File: src/rtl/ex_muldiv_if.sv
// Execute-stage M-extension request/response bundle.
// master = ID/EX + hazard side driving the op, slave = the mul/div engine.
`timescale 1ns/1ps
interface ex_muldiv_if #(
  parameter int WIDTH = 32
);
  logic             flush;
  logic             start;
  logic [2:0]       op;
  logic [WIDTH-1:0] a;
  logic [WIDTH-1:0] b;
  logic [4:0]       rd_i;
  logic             stall;
  logic             done;
  logic [WIDTH-1:0] result;
  logic [4:0]       rd_o;
  logic             busy;

  modport master (
    output flush, start, op, a, b, rd_i,
    input  stall, done, result, rd_o, busy
  );

  modport slave (
    input  flush, start, op, a, b, rd_i,
    output stall, done, result, rd_o, busy
  );
endinterface

File: src/rtl/ex_muldiv_unit.sv
// Iterative RV32M multiply/divide engine for the execute stage.
// One bit per cycle: shift-add multiply, restoring divide. Magnitudes are
// iterated and the sign is applied on the last iteration, so the result is
// registered on the same edge that enters DONE.
`timescale 1ns/1ps
module ex_muldiv_unit #(
  parameter int WIDTH = 32,
  parameter int CNT_W = 6
) (
  input  logic         clk,
  input  logic         rst,
  ex_muldiv_if.slave   bus
);

  typedef enum logic [1:0] {IDLE, CALC, DONE} state_t;

  localparam logic [2:0] OP_MUL    = 3'b000;
  localparam logic [2:0] OP_MULH   = 3'b001;
  localparam logic [2:0] OP_MULHSU = 3'b010;

  localparam logic [WIDTH-1:0] SMIN = {1'b1, {(WIDTH-1){1'b0}}};

  state_t             state_q;
  logic [CNT_W-1:0]   cnt_q;
  logic [2:0]         op_q;
  logic [4:0]         rd_q;
  logic               neg_q;
  logic [WIDTH-1:0]   mcand_q;   // multiplicand or divisor magnitude
  logic [2*WIDTH-1:0] acc_q;     // {hi, lo}: product, or {unused, dividend->quotient}
  logic [WIDTH:0]     rem_q;     // partial remainder
  logic               done_q;
  logic [WIDTH-1:0]   result_q;
  logic [4:0]         rd_o_q;
  logic               busy_q;

  // operand decode for a new request
  logic             is_div, a_sgn, b_sgn, a_neg, b_neg, neg_start;
  logic             div_zero, div_ovf, fast;
  logic [WIDTH-1:0] a_abs, b_abs, fast_res;

  // one iteration step
  logic [WIDTH:0]     mul_sum;
  logic [2*WIDTH-1:0] acc_mul_nx;
  logic [WIDTH:0]     div_shift;
  logic               div_ge;
  logic [WIDTH:0]     rem_nx;
  logic [WIDTH-1:0]   q_nx;

  // final sign fix-up
  logic [2*WIDTH-1:0] prod_f;
  logic [WIDTH-1:0]   mul_res, div_val, div_res, calc_res;
  logic               last_iter;

  // decode sign handling, fast-path cases and operand magnitudes
  always_comb begin
    is_div    = bus.op[2];
    a_sgn     = (bus.op == OP_MULH) || (bus.op == OP_MULHSU) || (is_div && !bus.op[0]);
    b_sgn     = (bus.op == OP_MULH) || (is_div && !bus.op[0]);
    a_neg     = a_sgn && bus.a[WIDTH-1];
    b_neg     = b_sgn && bus.b[WIDTH-1];
    a_abs     = a_neg ? -bus.a : bus.a;
    b_abs     = b_neg ? -bus.b : bus.b;
    // remainder follows the dividend; product and quotient follow a^b
    neg_start = (is_div && bus.op[1]) ? a_neg : (a_neg ^ b_neg);
    div_zero  = is_div && (bus.b == '0);
    div_ovf   = is_div && !bus.op[0] && (bus.a == SMIN) && (bus.b == '1);
    fast      = div_zero || div_ovf;
    if (div_zero) fast_res = bus.op[1] ? bus.a : '1;
    else          fast_res = bus.op[1] ? '0 : SMIN;
  end

  // next-iteration datapath for both multiply and divide
  always_comb begin
    mul_sum    = {1'b0, acc_q[2*WIDTH-1:WIDTH]} + (acc_q[0] ? {1'b0, mcand_q} : '0);
    acc_mul_nx = {mul_sum, acc_q[WIDTH-1:1]};
    div_shift  = {rem_q[WIDTH-1:0], acc_q[WIDTH-1]};
    div_ge     = div_shift >= {1'b0, mcand_q};
    rem_nx     = div_ge ? (div_shift - {1'b0, mcand_q}) : div_shift;
    q_nx       = {acc_q[WIDTH-2:0], div_ge};
  end

  // result selection and sign fix-up, used on the final iteration
  always_comb begin
    prod_f    = neg_q ? -acc_mul_nx : acc_mul_nx;
    mul_res   = (op_q == OP_MUL) ? prod_f[WIDTH-1:0] : prod_f[2*WIDTH-1:WIDTH];
    div_val   = op_q[1] ? rem_nx[WIDTH-1:0] : q_nx;
    div_res   = neg_q ? -div_val : div_val;
    calc_res  = op_q[2] ? div_res : mul_res;
    last_iter = (cnt_q == CNT_W'(WIDTH-1));
  end

  // control FSM with registered outputs
  always_ff @(posedge clk) begin
    if (rst) begin
      state_q  <= IDLE;
      cnt_q    <= '0;
      op_q     <= '0;
      rd_q     <= '0;
      neg_q    <= 1'b0;
      mcand_q  <= '0;
      acc_q    <= '0;
      rem_q    <= '0;
      done_q   <= 1'b0;
      result_q <= '0;
      rd_o_q   <= '0;
      busy_q   <= 1'b0;
    end else begin
      done_q <= 1'b0;
      if (bus.flush) begin
        // abort: result/rd_o keep their previous values
        state_q <= IDLE;
        busy_q  <= 1'b0;
      end else begin
        case (state_q)
          IDLE: begin
            if (bus.start) begin
              if (fast) begin
                state_q  <= DONE;
                done_q   <= 1'b1;
                result_q <= fast_res;
                rd_o_q   <= bus.rd_i;
              end else begin
                state_q <= CALC;
                busy_q  <= 1'b1;
                op_q    <= bus.op;
                rd_q    <= bus.rd_i;
                neg_q   <= neg_start;
                mcand_q <= b_abs;
                acc_q   <= {{WIDTH{1'b0}}, a_abs};
                rem_q   <= '0;
                cnt_q   <= '0;
              end
            end
          end
          CALC: begin
            cnt_q <= cnt_q + CNT_W'(1);
            if (op_q[2]) begin
              acc_q <= {acc_q[2*WIDTH-1:WIDTH], q_nx};
              rem_q <= rem_nx;
            end else begin
              acc_q <= acc_mul_nx;
            end
            if (last_iter) begin
              state_q  <= DONE;
              busy_q   <= 1'b0;
              done_q   <= 1'b1;
              result_q <= calc_res;
              rd_o_q   <= rd_q;
            end
          end
          DONE:    state_q <= IDLE;
          default: state_q <= IDLE;
        endcase
      end
    end
  end

  // hold IF/ID/EX while a request is being accepted or iterated
  always_comb begin
    bus.stall = !bus.flush && (((state_q == IDLE) && bus.start) || (state_q == CALC));
  end

  assign bus.done   = done_q;
  assign bus.result = result_q;
  assign bus.rd_o   = rd_o_q;
  assign bus.busy   = busy_q;

endmodule

File: src/flat_wrapper.sv
// flat-port wrapper written by rule: the top's interface ports become plain ports
module ex_muldiv_unit_flat 
#(
  parameter int WIDTH = 32,
  parameter int CNT_W = 6
)
  (clk, rst, bus_flush, bus_start, bus_op, bus_a, bus_b, bus_rd_i, bus_stall, bus_done, bus_result, bus_rd_o, bus_busy);
  ex_muldiv_if #(.WIDTH(WIDTH)) bus_i ();
  input  logic clk;
  input  logic rst;
  input wire logic [$bits(bus_i.flush)-1:0] bus_flush;
  input wire logic [$bits(bus_i.start)-1:0] bus_start;
  input wire logic [$bits(bus_i.op)-1:0] bus_op;
  input wire logic [$bits(bus_i.a)-1:0] bus_a;
  input wire logic [$bits(bus_i.b)-1:0] bus_b;
  input wire logic [$bits(bus_i.rd_i)-1:0] bus_rd_i;
  output wire logic [$bits(bus_i.stall)-1:0] bus_stall;
  output wire logic [$bits(bus_i.done)-1:0] bus_done;
  output wire logic [$bits(bus_i.result)-1:0] bus_result;
  output wire logic [$bits(bus_i.rd_o)-1:0] bus_rd_o;
  output wire logic [$bits(bus_i.busy)-1:0] bus_busy;
  assign bus_i.flush = bus_flush;
  assign bus_i.start = bus_start;
  assign bus_i.op = bus_op;
  assign bus_i.a = bus_a;
  assign bus_i.b = bus_b;
  assign bus_i.rd_i = bus_rd_i;
  assign bus_stall = bus_i.stall;
  assign bus_done = bus_i.done;
  assign bus_result = bus_i.result;
  assign bus_rd_o = bus_i.rd_o;
  assign bus_busy = bus_i.busy;
  ex_muldiv_unit #(.WIDTH(WIDTH), .CNT_W(CNT_W)) u_core (.clk(clk), .rst(rst), .bus(bus_i));
endmodule
File: config.mk
export PLATFORM = sky130hd
export DESIGN_NAME = ex_muldiv_unit_flat
export DESIGN_NICKNAME = d
export VERILOG_FILES = /design/src/rtl/ex_muldiv_if.sv /design/src/rtl/ex_muldiv_unit.sv /design/src/flat_wrapper.sv
export SDC_FILE = /design/constraint.sdc
export NUM_CORES = 1
export LEC_CHECK = 0
export CAP_MARGIN = 10
export CORE_ASPECT_RATIO = 0.7
export CORE_MARGIN = 4
export CORE_UTILIZATION = 23
export CTS_CLUSTER_SIZE = 20
export DETAILED_ROUTE_END_ITERATION = 10
export PLACE_DENSITY_LB_ADDON = 0.08
export SLEW_MARGIN = 15
export SYNTH_ARGS = -nofsm -noshare
export SYNTH_HDL_FRONTEND = slang
export SYNTH_SLANG_ARGS = --single-unit
File: constraint.sdc
create_clock -name clk -period 11.1 [get_ports clk]
set_clock_uncertainty 0.2 [all_clocks]
set_input_delay 1.665 -clock clk [delete_from_list [all_inputs] [get_ports clk]]
set_output_delay 1.665 -clock clk [all_outputs]
set_load 0.1 [all_outputs]
# Word-level counts from Yosys, hierarchy flattened

Cells that the tools add are included.

Word-level logic and storage cells: 108
Register bits: 184

Reduce and logical (&&, ||, !) cells: 28
Add/sub/neg operators: 7
Magnitude comparators: 1
Bitwise gates (word level): 3
Eq/ne operators: 12
Muxes and demuxes: 44

Operator list:

| kind                                                                     | number |
|---|---|
| 32-bit two-way mux                                                       | 17 |
| 64-bit two-way mux                                                       | 4 |
| 32-bit case mux with 2 select lines                                      | 2 |
| 64-bit case mux with 2 select lines                                      | 1 |
| 32-bit negator                                                           | 3 |
| 32-bit == test (second input constant)                                   | 2 |
| 64-bit negator                                                           | 1 |
| 32-bit by 33-bit adder with 33-bit output                                | 1 |
| 33-bit by 32-bit >= comparator with 1-bit output                         | 1 |
| 32-bit logical NOT                                                       | 1 |
| 32-bit subtractor                                                        | 1 |
| 5-bit two-way mux                                                        | 3 |
| 5-bit AND reduction                                                      | 3 |
| 6-bit two-way mux                                                        | 2 |
| 6-bit case mux with 2 select lines                                       | 1 |
| 4-bit AND reduction                                                      | 3 |
| 5-bit case mux with 2 select lines                                       | 1 |
| 1-bit logical AND                                                        | 9 |
| 1-bit two-way mux                                                        | 7 |
| 6-bit by 1-bit adder with 6-bit output (second input constant)           | 1 |
| 6-bit by 5-bit == test with 1-bit output (second input constant)         | 1 |
| 2-bit two-way mux                                                        | 3 |
| 2-bit by 1-bit inequality test with 1-bit output (second input constant) | 3 |
| 2-bit inequality test (second input constant)                            | 3 |
| 14 further kinds                                                         | 21 |

# Depth between registers and ports, before layout

Depth in word-level cells: 8
Depth in mapped cells: 27

# Worst setup path before layout

OpenSTA, ideal clock, no wires.

Path type: input-to-output
From: input port bus_flush
To: output port bus_stall
Cell stages on the path: 2
Setup slack: 5.118 ns
Arrival: 4.117 ns
Required time: 9.235 ns
Cell sequence: nor2_1 > a21boi_0

Cells in the longest elaborated chain, start to end: 2

Ends and longest elaborated chain:

| element           | RTL line              | source |
|---|---|---|
| start, declared   | flat_wrapper.sv:11    | `input wire logic [$bits(bus_i.flush)-1:0] bus_flush;` |
| 1-bit logical NOT | ex_muldiv_unit.sv:160 | `bus.stall = !bus.flush && (((state_q == IDLE) && bus.start) \|\| (state_q == CALC));` |
| 1-bit logical AND | ex_muldiv_unit.sv:160 |  |
| end, declared     | flat_wrapper.sv:17    | `output wire logic [$bits(bus_i.stall)-1:0] bus_stall;` |

No other way between the ends.

# Worst setup path in the final report

From: register u_core.mcand_q[18]
To: register u_core.result_q[27] (netlist: u_core.bus.result[27])

Cells in the longest elaborated chain, start to end: 8

Ends and longest elaborated chain:

| element                                                                         | RTL line                                   | source |
|---|---|---|
| start, declared                                                                 | ex_muldiv_unit.sv:28                       | `logic [WIDTH-1:0] mcand_q;` |
| start signal, assigned                                                          | ex_muldiv_unit.sv:128                      | `mcand_q <= b_abs;` |
| 32-bit two-way mux, or another cell as far along                                | ex_muldiv_unit.sv:74                       | `mul_sum = {1'b0, acc_q[2*WIDTH-1:WIDTH]} + (acc_q[0] ? {1'b0, mcand_q} : '0);` |
| 32-bit by 33-bit adder with 33-bit output or 32-bit two-way mux (tied branches) | ex_muldiv_unit.sv:74, ex_muldiv_unit.sv:78 |  |
| 64-bit negator or 32-bit two-way mux (tied branches)                            | ex_muldiv_unit.sv:84, ex_muldiv_unit.sv:86 |  |
| 64-bit two-way mux or 32-bit negator (tied branches)                            | ex_muldiv_unit.sv:84, ex_muldiv_unit.sv:87 |  |
| 32-bit two-way mux (on tied branches)                                           | ex_muldiv_unit.sv:85, ex_muldiv_unit.sv:87 |  |
| 32-bit two-way mux *                                                            | ex_muldiv_unit.sv:88                       | `calc_res = op_q[2] ? div_res : mul_res;` |
| 32-bit two-way mux *                                                            | ex_muldiv_unit.sv:143                      | `if (last_iter) begin` |
| 32-bit case mux with 2 select lines *                                           | ex_muldiv_unit.sv:114                      | `case (state_q)` |
| end signal, assigned                                                            | ex_muldiv_unit.sv:120                      | `result_q <= fast_res;` |
| end signal, assigned                                                            | ex_muldiv_unit.sv:147                      | `result_q <= calc_res;` |
| end, declared                                                                   | ex_muldiv_unit.sv:32                       | `logic [WIDTH-1:0] result_q;` |

Mark *: on every way between the ends. The rest lies on a longest branch, timed or not. The select of a mux whose other input is x is not followed.
A chain may end at the register's enable or synchronous reset.

==> flow_summary_export.csv <==
group,metric,value,unit
status,status,"finished clean",
global_routing,grt_overflow_total,0,
sta,period_needed,6.58,ns
place,portBuffers,115,
clocking,insertion_delay,0.49,ns
power,p_leak,7.04,nW
sta,final_max_slew_viol_count,0,
final_layout,final_cell_area,19800,um2
global_routing,grt_start_max_net_pins,81,
clocking,post_cts_buffers,0,
worst_setup_path,worstPathArrival,6.71,ns
final_layout,drive_above_1_share,5.54,%
synth,yosysMostFrequentCell,"nor2_1",
sta,tightest_slew,1.17,ns
synth,synth_warnings,0,
worst_setup_path,critPathMaxFanout,23,
floorplan,initial_core_util,23.3,%
drt,num_vias,19500,
clocking,root_buffer,"clkbuf_16",
place,dp_slack,4.08,ns
job,cap_violations,0,
synth,syn_area_per_cell,6.98,um2
clocking,cts-resized-gates,0,
place,numPlacedInstances,3401,
synth,synth.area.top_cells,"dfxtp_1 (21%), nor2_1 (6.5%), a21oi_1 (6.3%)",
floorplan,die_w,334,um
worst_setup_path,cp.required,11.24,ns
synth,synthFlopType,"dfxtp_1",
global_routing,antenna_found_initial,1,
floorplan,die_y,236,um
floorplan,core_area,73600,um2
clocking,clk_pin_slew,0.09,ns
floorplan,ios,116,
drt,drt_wl_total,90100,um
final_layout,syn_to_final_growth,15.3,%
clocking,ctsHtreeMaxLevel,4,
drt,route.detailed.drc,0,
final_layout,final_nets,2591,
place,gp_congestion,0.896,
floorplan,die_area,79100,um2
floorplan,num_rows,83,
power,power,2.04,mW
synth,seq_area_frac_synth,21.5,%
synth,synth_top_area_share,21.5,%
global_routing,grt_pass1_vias,18000,
final_layout,fin_cells,3433,
sta,fmaxAchievable,0.152,GHz
clocking,cts_buffers,17,
sta,whs,0.258,ns
drt,ant_nets,0,
synth,synth-seq-cells,184,
drt,drtPass1Iterations,6,
place,placed_cell_area,19200,um2
sta,rsz0062_at_grt,"false",
synth,syn-num-nets,2603,
synth,synth-async-reset-ratio,0,%
drt,dr.first_iter.drc_count,2168,
sta,period_share,59.2,%
synth,synth_top_cell_by_area,"dfxtp_1",
global_routing,track_usage,22.1,%
place,dp_hpwl,70200,um
synth,synth_common_cells,"nor2_1 (295), nand2_1 (253), a21oi_1 (215)",
sta,timing.setup.tns,0,ns
drt,viasPerCell,5.67,
worst_hold_path,hp-class,"flop to flop",
sta,final-hold-violation-count,0,
sta,slew_headroom,21.7,%
clocking,cts_tree,"yes",
synth,syn_inst,2455,
worst_setup_path,end_kind,"flop",
final_layout,fin_util,26.9,%
clocking,cts_hold_buf,0,
synth,synth_cell_types,91,
sta,setup_viol,0,
clocking,clock-sinks,184,
power,power.density,103,nW/um2
worst_setup_path,cp-start-kind,"flop",
final_layout,num_antenna_cells,0,
clocking,clockBufferDepth,2,
worst_setup_path,critPathKind,"flop to flop",
synth,syn_area,17100,um2
drt,wire_per_inst,26.3,um
power,vdd_ir_drop_max,0.0790,mV
sta,setup_ws,4.52,ns
synth,synth_edf_count,0,
global_routing,grt_pass1_wl,131000,um
worst paths after layout:
path | start | end | slack [ns] | depth (start not counted)
setup / recovery | u_core.mcand_q[18]$_SDFFE_PP0P_ | u_core.bus.result[27]$_SDFFE_PP0P_ | 4.52 | 15
hold / removal | u_core.rd_q[2]$_SDFFE_PP0P_ | u_core.rd_q[2]$_SDFFE_PP0P_ | 0.26 | 2
setup reg to reg | u_core.mcand_q[18]$_SDFFE_PP0P_ | u_core.bus.result[27]$_SDFFE_PP0P_ | 4.52 | 15
hold reg to reg | u_core.rd_q[2]$_SDFFE_PP0P_ | u_core.rd_q[2]$_SDFFE_PP0P_ | 0.26 | 2
placed cells by master (no fill, tap or decap), types with 12 or more instances in the layout:
cell type	Yosys	final
nor2_1	295	290
nand2_1	253	252
a21oi_1	215	215
dfxtp_1	184	182
o21ai_0	150	150
clkdlybuf4s50_1	0	114
xnor2_1	83	83
nor3_1	77	74
xor2_1	70	70
ha_1	70	70
a22oi_1	66	66
inv_1	65	65
nand3_1	65	65
a211oi_1	65	65
and2_1	48	48
a31oi_1	46	46
buf_4	3	46
nand4_1	34	34
o31ai_1	34	33
or3_1	30	30
o211ai_1	29	29
mux2i_1	24	24
nor4_1	23	22
and3_1	21	21
nand2b_1	21	21
a21o_1	18	18
clkbuf_16	0	17
o21bai_1	16	16
a311oi_1	16	16
o21a_1	16	16
a221oi_1	14	14
or2_2	13	13
o41ai_1	13	13
a41oi_1	12	12
or4_1	12	12
registers in the layout, summed over array words and instances (netlist names):
| signal | count |
|---|---|
| u_core.bus.rd_o | 5 |
| u_core.rd_q | 5 |
| u_core.cnt_q | 6 |
| u_core.state_q | 2 |
| u_core.rem_q | 32 |
| u_core.bus.done | 1 |
| u_core.mcand_q | 32 |
| u_core.acc_q | 64 |
| u_core.neg_q | 1 |
| u_core.op_q | 3 |
| u_core.bus.busy | 1 |
| u_core.bus.result | 32 |
logic make-up after synthesis:
family,synth area share [%]
AND/OR/NAND/NOR,26.0
AO/OA/AOI/OAI,31.5
buffers and inverters,5.87
flip-flops,21.5
XOR/XNOR,7.81
adder cells (fa/ha/maj),5.34
multiplexers,2.01
layer usage:
metal	vias to the layer above	wire length [um]	GRT usage [%]
li1	8990	-	-
met1	9691	47600	35.5
met2	722	36400	31.4
met3	47	5180	2.57
met4	0	1010	3.30
met5	-	0	0
power breakdown:
part	internal (mW)	leakage (nW)	switching (mW)
Clock	0.362	0.297	0.344
Sequential	0.680	1.50	0.0366
Combinational	0.197	5.25	0.416
critical path, cell delays in order (launching register included):
cell      delay (ns)
dfxtp_1         0.34
inv_1           0.06
ha_1            0.47
nand4_1         0.23
nor4_1          0.61
nor3b_1         0.49
a221o_1         0.60
nor2_2          0.30
buf_4           0.30
o31ai_1         0.68
nand3_1         0.27
or3_1           0.60
nor3_1          0.57
a21oi_1         0.17
xor2_1          0.34
o221ai_1        0.16
final cells by class:
type | count | area (um2)
Clock buffer | 18 | 429
Clock inverter | 14 | 190
Fill cell | 8138 | 53900
Inverter | 66 | 248
Multi-Input combinational cell | 2013 | 12500
Sequential cell | 184 | 3690
Tap cell | 977 | 1220
Timing Repair Buffer | 161 | 1500
Note: power is estimated with default switching activity, not from simulation.
